<file path="src/rtl/multicycle_control_fsm.sv">
// Multicycle control unit for the 16-bit processor: 13-opcode decode,
// memory wait states, HALT/resume, illegal-opcode trap, retire counter.
module multicycle_control_fsm #(
  parameter int OPCODE_W        = 6,
  parameter bit MEM_WAIT_EN     = 1'b1,
  parameter bit TRAP_ON_ILLEGAL = 1'b1,
  parameter int CNT_W           = 16
) (
  input  logic                CLK,
  input  logic                Reset,
  input  logic [OPCODE_W-1:0] Opcode,
  input  logic                mem_ready,
  input  logic                resume,
  output logic [1:0]          ALUOp,
  output logic                ALUSrcA,
  output logic [2:0]          ALUSrcB,
  output logic [2:0]          WriteSrc,
  output logic [1:0]          WriteDest,
  output logic                CRWrite,
  output logic                RegWrite,
  output logic                MemRead,
  output logic                MemWrite,
  output logic                IorD,
  output logic                IRWrite,
  output logic                PCWrite,
  output logic                isBranch,
  output logic [1:0]          PCSrc,
  output logic [3:0]          current_state,
  output logic [3:0]          next_state,
  output logic                halted,
  output logic                illegal_op,
  output logic                instr_done,
  output logic [CNT_W-1:0]    retired_count
);

  typedef enum logic [3:0] {
    S_FETCH   = 4'd0,  S_DECODE = 4'd1,  S_CEXEC = 4'd2,  S_CWB    = 4'd3,
    S_BRANCH  = 4'd4,  S_JUMP   = 4'd5,  S_LOADIMM = 4'd6, S_CRMOVE = 4'd7,
    S_MEMADDR = 4'd8,  S_MEMRD  = 4'd9,  S_MEMWR = 4'd10, S_LWB    = 4'd11,
    S_HALT    = 4'd12, S_TRAP   = 4'd13, S_RSV14 = 4'd14, S_RSV15  = 4'd15
  } state_t;

  state_t             state_q, state_d;
  logic [CNT_W-1:0]   retired_count_q, retired_count_d;
  logic [31:0]        op_ext;
  logic               rdy;

  // Opcodes compare zero-extended so narrow/wide opcode fields behave alike.
  assign op_ext = 32'(Opcode);
  // With wait states disabled every memory access completes immediately.
  assign rdy    = mem_ready | ~MEM_WAIT_EN;

  // Next-state and datapath controls; Reset forces everything quiet and FETCH.
  always_comb begin
    state_d    = S_FETCH;
    ALUOp      = 2'd0;
    ALUSrcA    = 1'b0;
    ALUSrcB    = 3'd0;
    WriteSrc   = 3'd0;
    WriteDest  = 2'd0;
    CRWrite    = 1'b0;
    RegWrite   = 1'b0;
    MemRead    = 1'b0;
    MemWrite   = 1'b0;
    IorD       = 1'b0;
    IRWrite    = 1'b0;
    PCWrite    = 1'b0;
    isBranch   = 1'b0;
    PCSrc      = 2'd0;
    halted     = 1'b0;
    illegal_op = 1'b0;
    instr_done = 1'b0;
    if (!Reset) begin
      state_d = state_q;
      case (state_q)
        S_FETCH: begin
          MemRead = 1'b1;
          ALUSrcB = 3'd1;
          IRWrite = rdy;
          PCWrite = rdy;
          if (rdy) state_d = S_DECODE;
        end
        S_DECODE: begin
          ALUSrcB = 3'd2;  // precompute branch target
          if      (op_ext == 32'd0)  state_d = S_CEXEC;
          else if (op_ext <= 32'd2)  state_d = S_BRANCH;
          else if (op_ext <= 32'd5)  state_d = S_JUMP;
          else if (op_ext <= 32'd7)  state_d = S_LOADIMM;
          else if (op_ext <= 32'd9)  state_d = S_CRMOVE;
          else if (op_ext <= 32'd11) state_d = S_MEMADDR;
          else if (op_ext == 32'd12) state_d = S_HALT;
          else if (TRAP_ON_ILLEGAL)  state_d = S_TRAP;
          else                       state_d = S_FETCH;
        end
        S_CEXEC: begin
          ALUSrcA = 1'b1;
          ALUOp   = 2'd2;
          state_d = S_CWB;
        end
        S_CWB: begin
          RegWrite   = 1'b1;
          instr_done = 1'b1;
          state_d    = S_FETCH;
        end
        S_BRANCH: begin
          ALUSrcA    = 1'b1;
          ALUOp      = 2'd1;
          isBranch   = 1'b1;
          PCSrc      = 2'd1;
          instr_done = 1'b1;
          state_d    = S_FETCH;
        end
        S_JUMP: begin
          PCWrite = 1'b1;
          PCSrc   = (op_ext == 32'd5) ? 2'd3 : 2'd2;
          if (op_ext == 32'd4) begin  // jump-and-link writes PC to ra
            RegWrite  = 1'b1;
            WriteSrc  = 3'd1;
            WriteDest = 2'd2;
          end
          instr_done = 1'b1;
          state_d    = S_FETCH;
        end
        S_LOADIMM: begin
          RegWrite   = 1'b1;
          WriteDest  = 2'd1;
          WriteSrc   = (op_ext == 32'd6) ? 3'd2 : 3'd3;
          instr_done = 1'b1;
          state_d    = S_FETCH;
        end
        S_CRMOVE: begin
          if (op_ext == 32'd8) begin
            RegWrite  = 1'b1;
            WriteSrc  = 3'd4;
            WriteDest = 2'd1;
          end
          if (op_ext == 32'd9) CRWrite = 1'b1;
          instr_done = 1'b1;
          state_d    = S_FETCH;
        end
        S_MEMADDR: begin
          ALUSrcA = 1'b1;
          ALUSrcB = 3'd2;
          if      (op_ext == 32'd10) state_d = S_MEMRD;
          else if (op_ext == 32'd11) state_d = S_MEMWR;
          else                       state_d = S_FETCH;
        end
        S_MEMRD: begin
          MemRead = 1'b1;
          IorD    = 1'b1;
          if (rdy) state_d = S_LWB;
        end
        S_MEMWR: begin
          MemWrite = 1'b1;  // held through every wait cycle
          IorD     = 1'b1;
          if (rdy) begin
            instr_done = 1'b1;
            state_d    = S_FETCH;
          end
        end
        S_LWB: begin
          RegWrite   = 1'b1;
          WriteSrc   = 3'd5;
          WriteDest  = 2'd1;
          instr_done = 1'b1;
          state_d    = S_FETCH;
        end
        S_HALT: begin
          halted = 1'b1;
          if (resume) begin
            instr_done = 1'b1;
            state_d    = S_FETCH;
          end
        end
        S_TRAP: begin
          illegal_op = 1'b1;  // leaving a trap does not retire
          if (resume) state_d = S_FETCH;
        end
        default: state_d = S_FETCH;  // unreachable encodings recover
      endcase
    end
  end

  // Retire counter advances on each retire pulse and wraps naturally.
  always_comb begin
    retired_count_d = retired_count_q + CNT_W'(instr_done);
  end

  // State register.
  always_ff @(posedge CLK) begin
    if (Reset) state_q <= S_FETCH;
    else       state_q <= state_d;
  end

  // Retired-instruction counter register.
  always_ff @(posedge CLK) begin
    if (Reset) retired_count_q <= '0;
    else       retired_count_q <= retired_count_d;
  end

  assign current_state = state_q;
  assign next_state    = state_d;
  assign retired_count = retired_count_q;

endmodule

</file>
<file path="config.mk">
export PLATFORM = sky130hd
export DESIGN_NAME = multicycle_control_fsm
export DESIGN_NICKNAME = d
export VERILOG_FILES = /design/src/rtl/multicycle_control_fsm.sv
export SDC_FILE = /design/constraint.sdc
export NUM_CORES = 1
export LEC_CHECK = 0
export ABC_CLOCK_PERIOD_IN_PS = 2200
export BUFFER_PORTS_ARGS = -buffer_cell sky130_fd_sc_hd__clkbuf_2
export CELL_PAD_IN_SITES_DETAIL_PLACEMENT = 2
export CELL_PAD_IN_SITES_GLOBAL_PLACEMENT = 2
export CORE_MARGIN = 2
export CORE_UTILIZATION = 24
export CTS_CLUSTER_DIAMETER = 80
export DETAILED_ROUTE_END_ITERATION = 7
export PLACE_DENSITY = 0.78
export SYNTH_ARGS = -nofsm -noshare
export SYNTH_HDL_FRONTEND = slang
export SYNTH_SLANG_ARGS = --single-unit
</file>
<file path="constraint.sdc">
create_clock -name CLK -period 2.2 [get_ports CLK]
set_clock_uncertainty 0.2 [all_clocks]
set_input_delay 0 -clock CLK [delete_from_list [all_inputs] [get_ports CLK]]
set_output_delay 0 -clock CLK [all_outputs]
set_load 0.01 [all_outputs]
</file>
==> summary.md <==
| Metric | Value |
|---|---|
| Max incr delay on CP | `490 ps` |
| Syn_nets | `214` |
| Area of the multi-input gates | `1100 um2` |
| CTS sink cnt | `20` |
| WP data required | `2210 ps` |
| Final hold vios | `0` |
| Initial Util | `0.246` |
| Max Clk Rate | `0.462 GHz` |
| Worst skew pair latency | `270 ps` |
| Outcome | `completed` |
| Vias in the first global route | `1805` |
| Mapped Cells | `202` |
| Synth area leader | `dfxtp_1` |
| DR pass1 iterations | `4` |
| Main synth FF type | `dfxtp_1` |
| Chip width | `84.2 um` |
| Syn. warnings | `0` |
| # IOs | `58` |
| CP max FO | `4` |
| GRT Total Usage | `0.157` |
| Final wirelength | `5600 um` |
| Routability cong. | `0.800` |
| Routed length per instance | `16.3 um` |
| Die height | `84.2 um` |
| Critical path startpoint category | `flop` |
| Post-detailed-route DRC marker count | `0` |
| TNS Setup | `0 ps` |
| H-tree Lvls | `1` |
| PD cells | `559 nW/um2` |
| Antenna diode count | `0` |
| Worst slew margin | `0.609` |
| Hold crit path type | `in -> reg` |
| Mapped cell area | `1550 um2` |
| Asr flop ratio synth | `0` |
| Post-synth top area share | `0.259` |
| CTS tree | `built` |
| Fin crit period | `2160 ps` |
| Reg area | `404 um2` |
| Final core utilization | `0.337` |
| Critical Path, Cell by Cell | `or2_4, o21ai_2, a21oi_1, nor2_2, ha_4, ha_4, nand2_4, or4b_4, a21oi_2` |
| Number of DRC markers in iteration 0 | `49` |
| Final-layout fill cell count | `749` |
| Gr ovfl total | `0` |
| Final period utilization | `0.984` |
| Tot Pwr | `1.18 mW` |
| Max-cap violations | `0` |
| Critical path's slowest cell | `or4b_4` |
| Routed Antenna Nets | `0` |
| Max VDD drop | `0.000242 V` |
| Area Growth Syn to Fin | `37.1%` |
| Longest Clk Path Bufs | `2` |
| Post-synth EDFFs | `0` |
| Setup Viol. Count Final | `0` |
| Slew Limit Fails | `0` |
| FF+latch count, synth | `20` |
| Yosys cell types | `49` |
| Vias after detailed routing | `1775` |
| Most frequent cell on the critical path | `ha_4` |
| Row Count | `29` |
| Total CTS buffers | `3` |
| Crit path capture type | `flop` |
| CTS Root Cell | `clkbuf_8` |
| Worst Setup Path Type | `reg -> reg` |
| Post-DP HPWL | `4450 um` |
| Synth area leaders | `dfxtp_1 26%, xor2_1 6.2%, nor2_1 6.1%` |
| Layout net count | `280` |
| Total setup buffers inserted after CTS | `0` |
| RSZ-0062 raised after global routing | `yes` |
| Reg clk slew, reported paths | `90 ps` |
| Sequential fraction of the synthesis area | `0.259` |
| Ratio of cells with drive above 1 in the final layout | `0.390` |
| FF-to-FF setup slack | `40 ps` |
| First-pass GRT wire length | `9180 um` |
| Actual slew at the worst max-slew pin | `578 ps` |
| Pin count of the biggest net entering global routing | `27` |
| Port buffer count | `56` |
| Syn avg cell area | `7.65 um2` |
| Initial antenna violation count | `0` |
| Leak Pwr | `0.904 nW` |
| Crit path DAT | `2180 ps` |
| Core ar. | `6280 um2` |
| Via-per-instance ratio | `5.16` |
| Die area | `7100 um2` |
-- metrics by stage --
step | setup WS [ps] | area (um2) | instances | hold slack [ps]
2_1_floorplan | -34.0 | 1580 | 202 | -145
3_3_place_gp | 51.5 | 1990 | 338 | 148
3_5_place_dp | -37.9 | 1990 | 338 | 154
4_1_cts | 3.63 | 2090 | 344 | 12.0
5_1_grt | -57.0 | 2120 | 344 | 44.4
6_report | 35.6 | 2120 | 344 | 16.7
-- state kept, by name, indices dropped and copies added, names as in the netlist --
| signal | cells |
|---|---|
| current_state | 4 |
| retired_count | 16 |
-- layout by cell type (no fill, tap or decap), types with 4 or more instances in the layout --
cell type  Yosys  final
a31oi_1        5      5
nor2b_1        8      7
xor2_1        11     11
nand2b_1      10      9
nor3_1         8      7
o21ai_0       12     11
a211oi_1       4      4
nand2_1        9      8
dfxtp_1       20     17
nand3_1        5      5
nor2_1        25     24
clkbuf_2       0     56
nand4_1        7      7
nor4_1         5      5
inv_1          4      4
buf_4          3     18
a21oi_1       12     11
-- cell families (layout without fill, tap and decap cells) --
logic type / count (synthesis) / count (layout) / synth area share
compound gates: 46 / 46 / 0.190
xor+xnor: 12 / 12 / 0.0680
fa+ha+maj: 2 / 2 / 0.0162
buf+inv: 19 / 84 / 0.0713
flops: 20 / 20 / 0.259
mux: 1 / 1 / 0.00729
other cells: 1 / 1 / 0.00243
simple gates: 101 / 101 / 0.385
-- worst paths after layout --
check | startpoint | to | cells past startpoint
worst max-delay path | current_state[1] | retired_count[14] | 9
worst min-delay path | Opcode[4] | current_state[3] | 4
worst min register to register | retired_count[9] | retired_count[9] | 2
worst max register to register | current_state[1] | retired_count[14] | 9
-- final cells by class --
type                    count  share of cell area
flip-flops and latches     20               0.191
well taps                  77              0.0455
clock inverters             1              0.0142
multi-input cells         163               0.517
clock buffers               3              0.0195
inverters                   4             0.00709
repair buffers             76               0.206
-- synth_stat cells, types with 2 or more instances --
| library cell | n |
|---|---|
| a21o_1 | 2 |
| or2_2 | 4 |
| buf_2 | 6 |
| dfxtp_1 | 20 |
| nor4_1 | 5 |
| nor4b_1 | 2 |
| a211oi_1 | 4 |
| a31oi_1 | 5 |
| ha_1 | 2 |
| or3_1 | 3 |
| nor3_1 | 8 |
| clkbuf_8 | 2 |
| o21ba_2 | 2 |
| nand2b_1 | 10 |
| nand4b_1 | 3 |
| a21oi_1 | 12 |
| inv_1 | 4 |
| xor2_1 | 11 |
| nor2b_1 | 8 |
| buf_4 | 3 |
| nor2_1 | 25 |
| nand3_1 | 5 |
| and2_1 | 2 |
| nand2_1 | 9 |
| o21ai_0 | 12 |
| o32a_1 | 2 |
| nand4_1 | 7 |
| clkbuf_1 | 3 |
-- routing by layer --
metal	wire (um)	vias to the layer above	global-route usage
met3	239	4	0.0295
met2	2810	47	0.270
met1	2520	872	0.209
met5	0	-	0
li1	-	852	-
met4	34	0	0.0220
-- repair_timing --
action | in CTS | in global routing
pin swaps | 2 | 0
setup endpoints to repair | 2 | 8
hold buffers | 2 | 0
resized for setup | 4 | 5
hold endpoints to repair | 2 | 0
-- report_power, final --
part           switching, mW  total [mW]  internal [mW]
Combinational          0.246       0.419          0.173
Sequential            0.0126       0.388          0.376
Clock                  0.134       0.377          0.243
-- worst max-delay path, delay by kind of cell (launching register included) --
kind / cells / cell delay [ps]
AO/OA/AOI/OAI: 3 / 310
flip-flops: 1 / 330
adder cells (fa/ha/maj): 2 / 320
AND/OR/NAND/NOR: 4 / 950
Power figures use the tool's default switching activity.
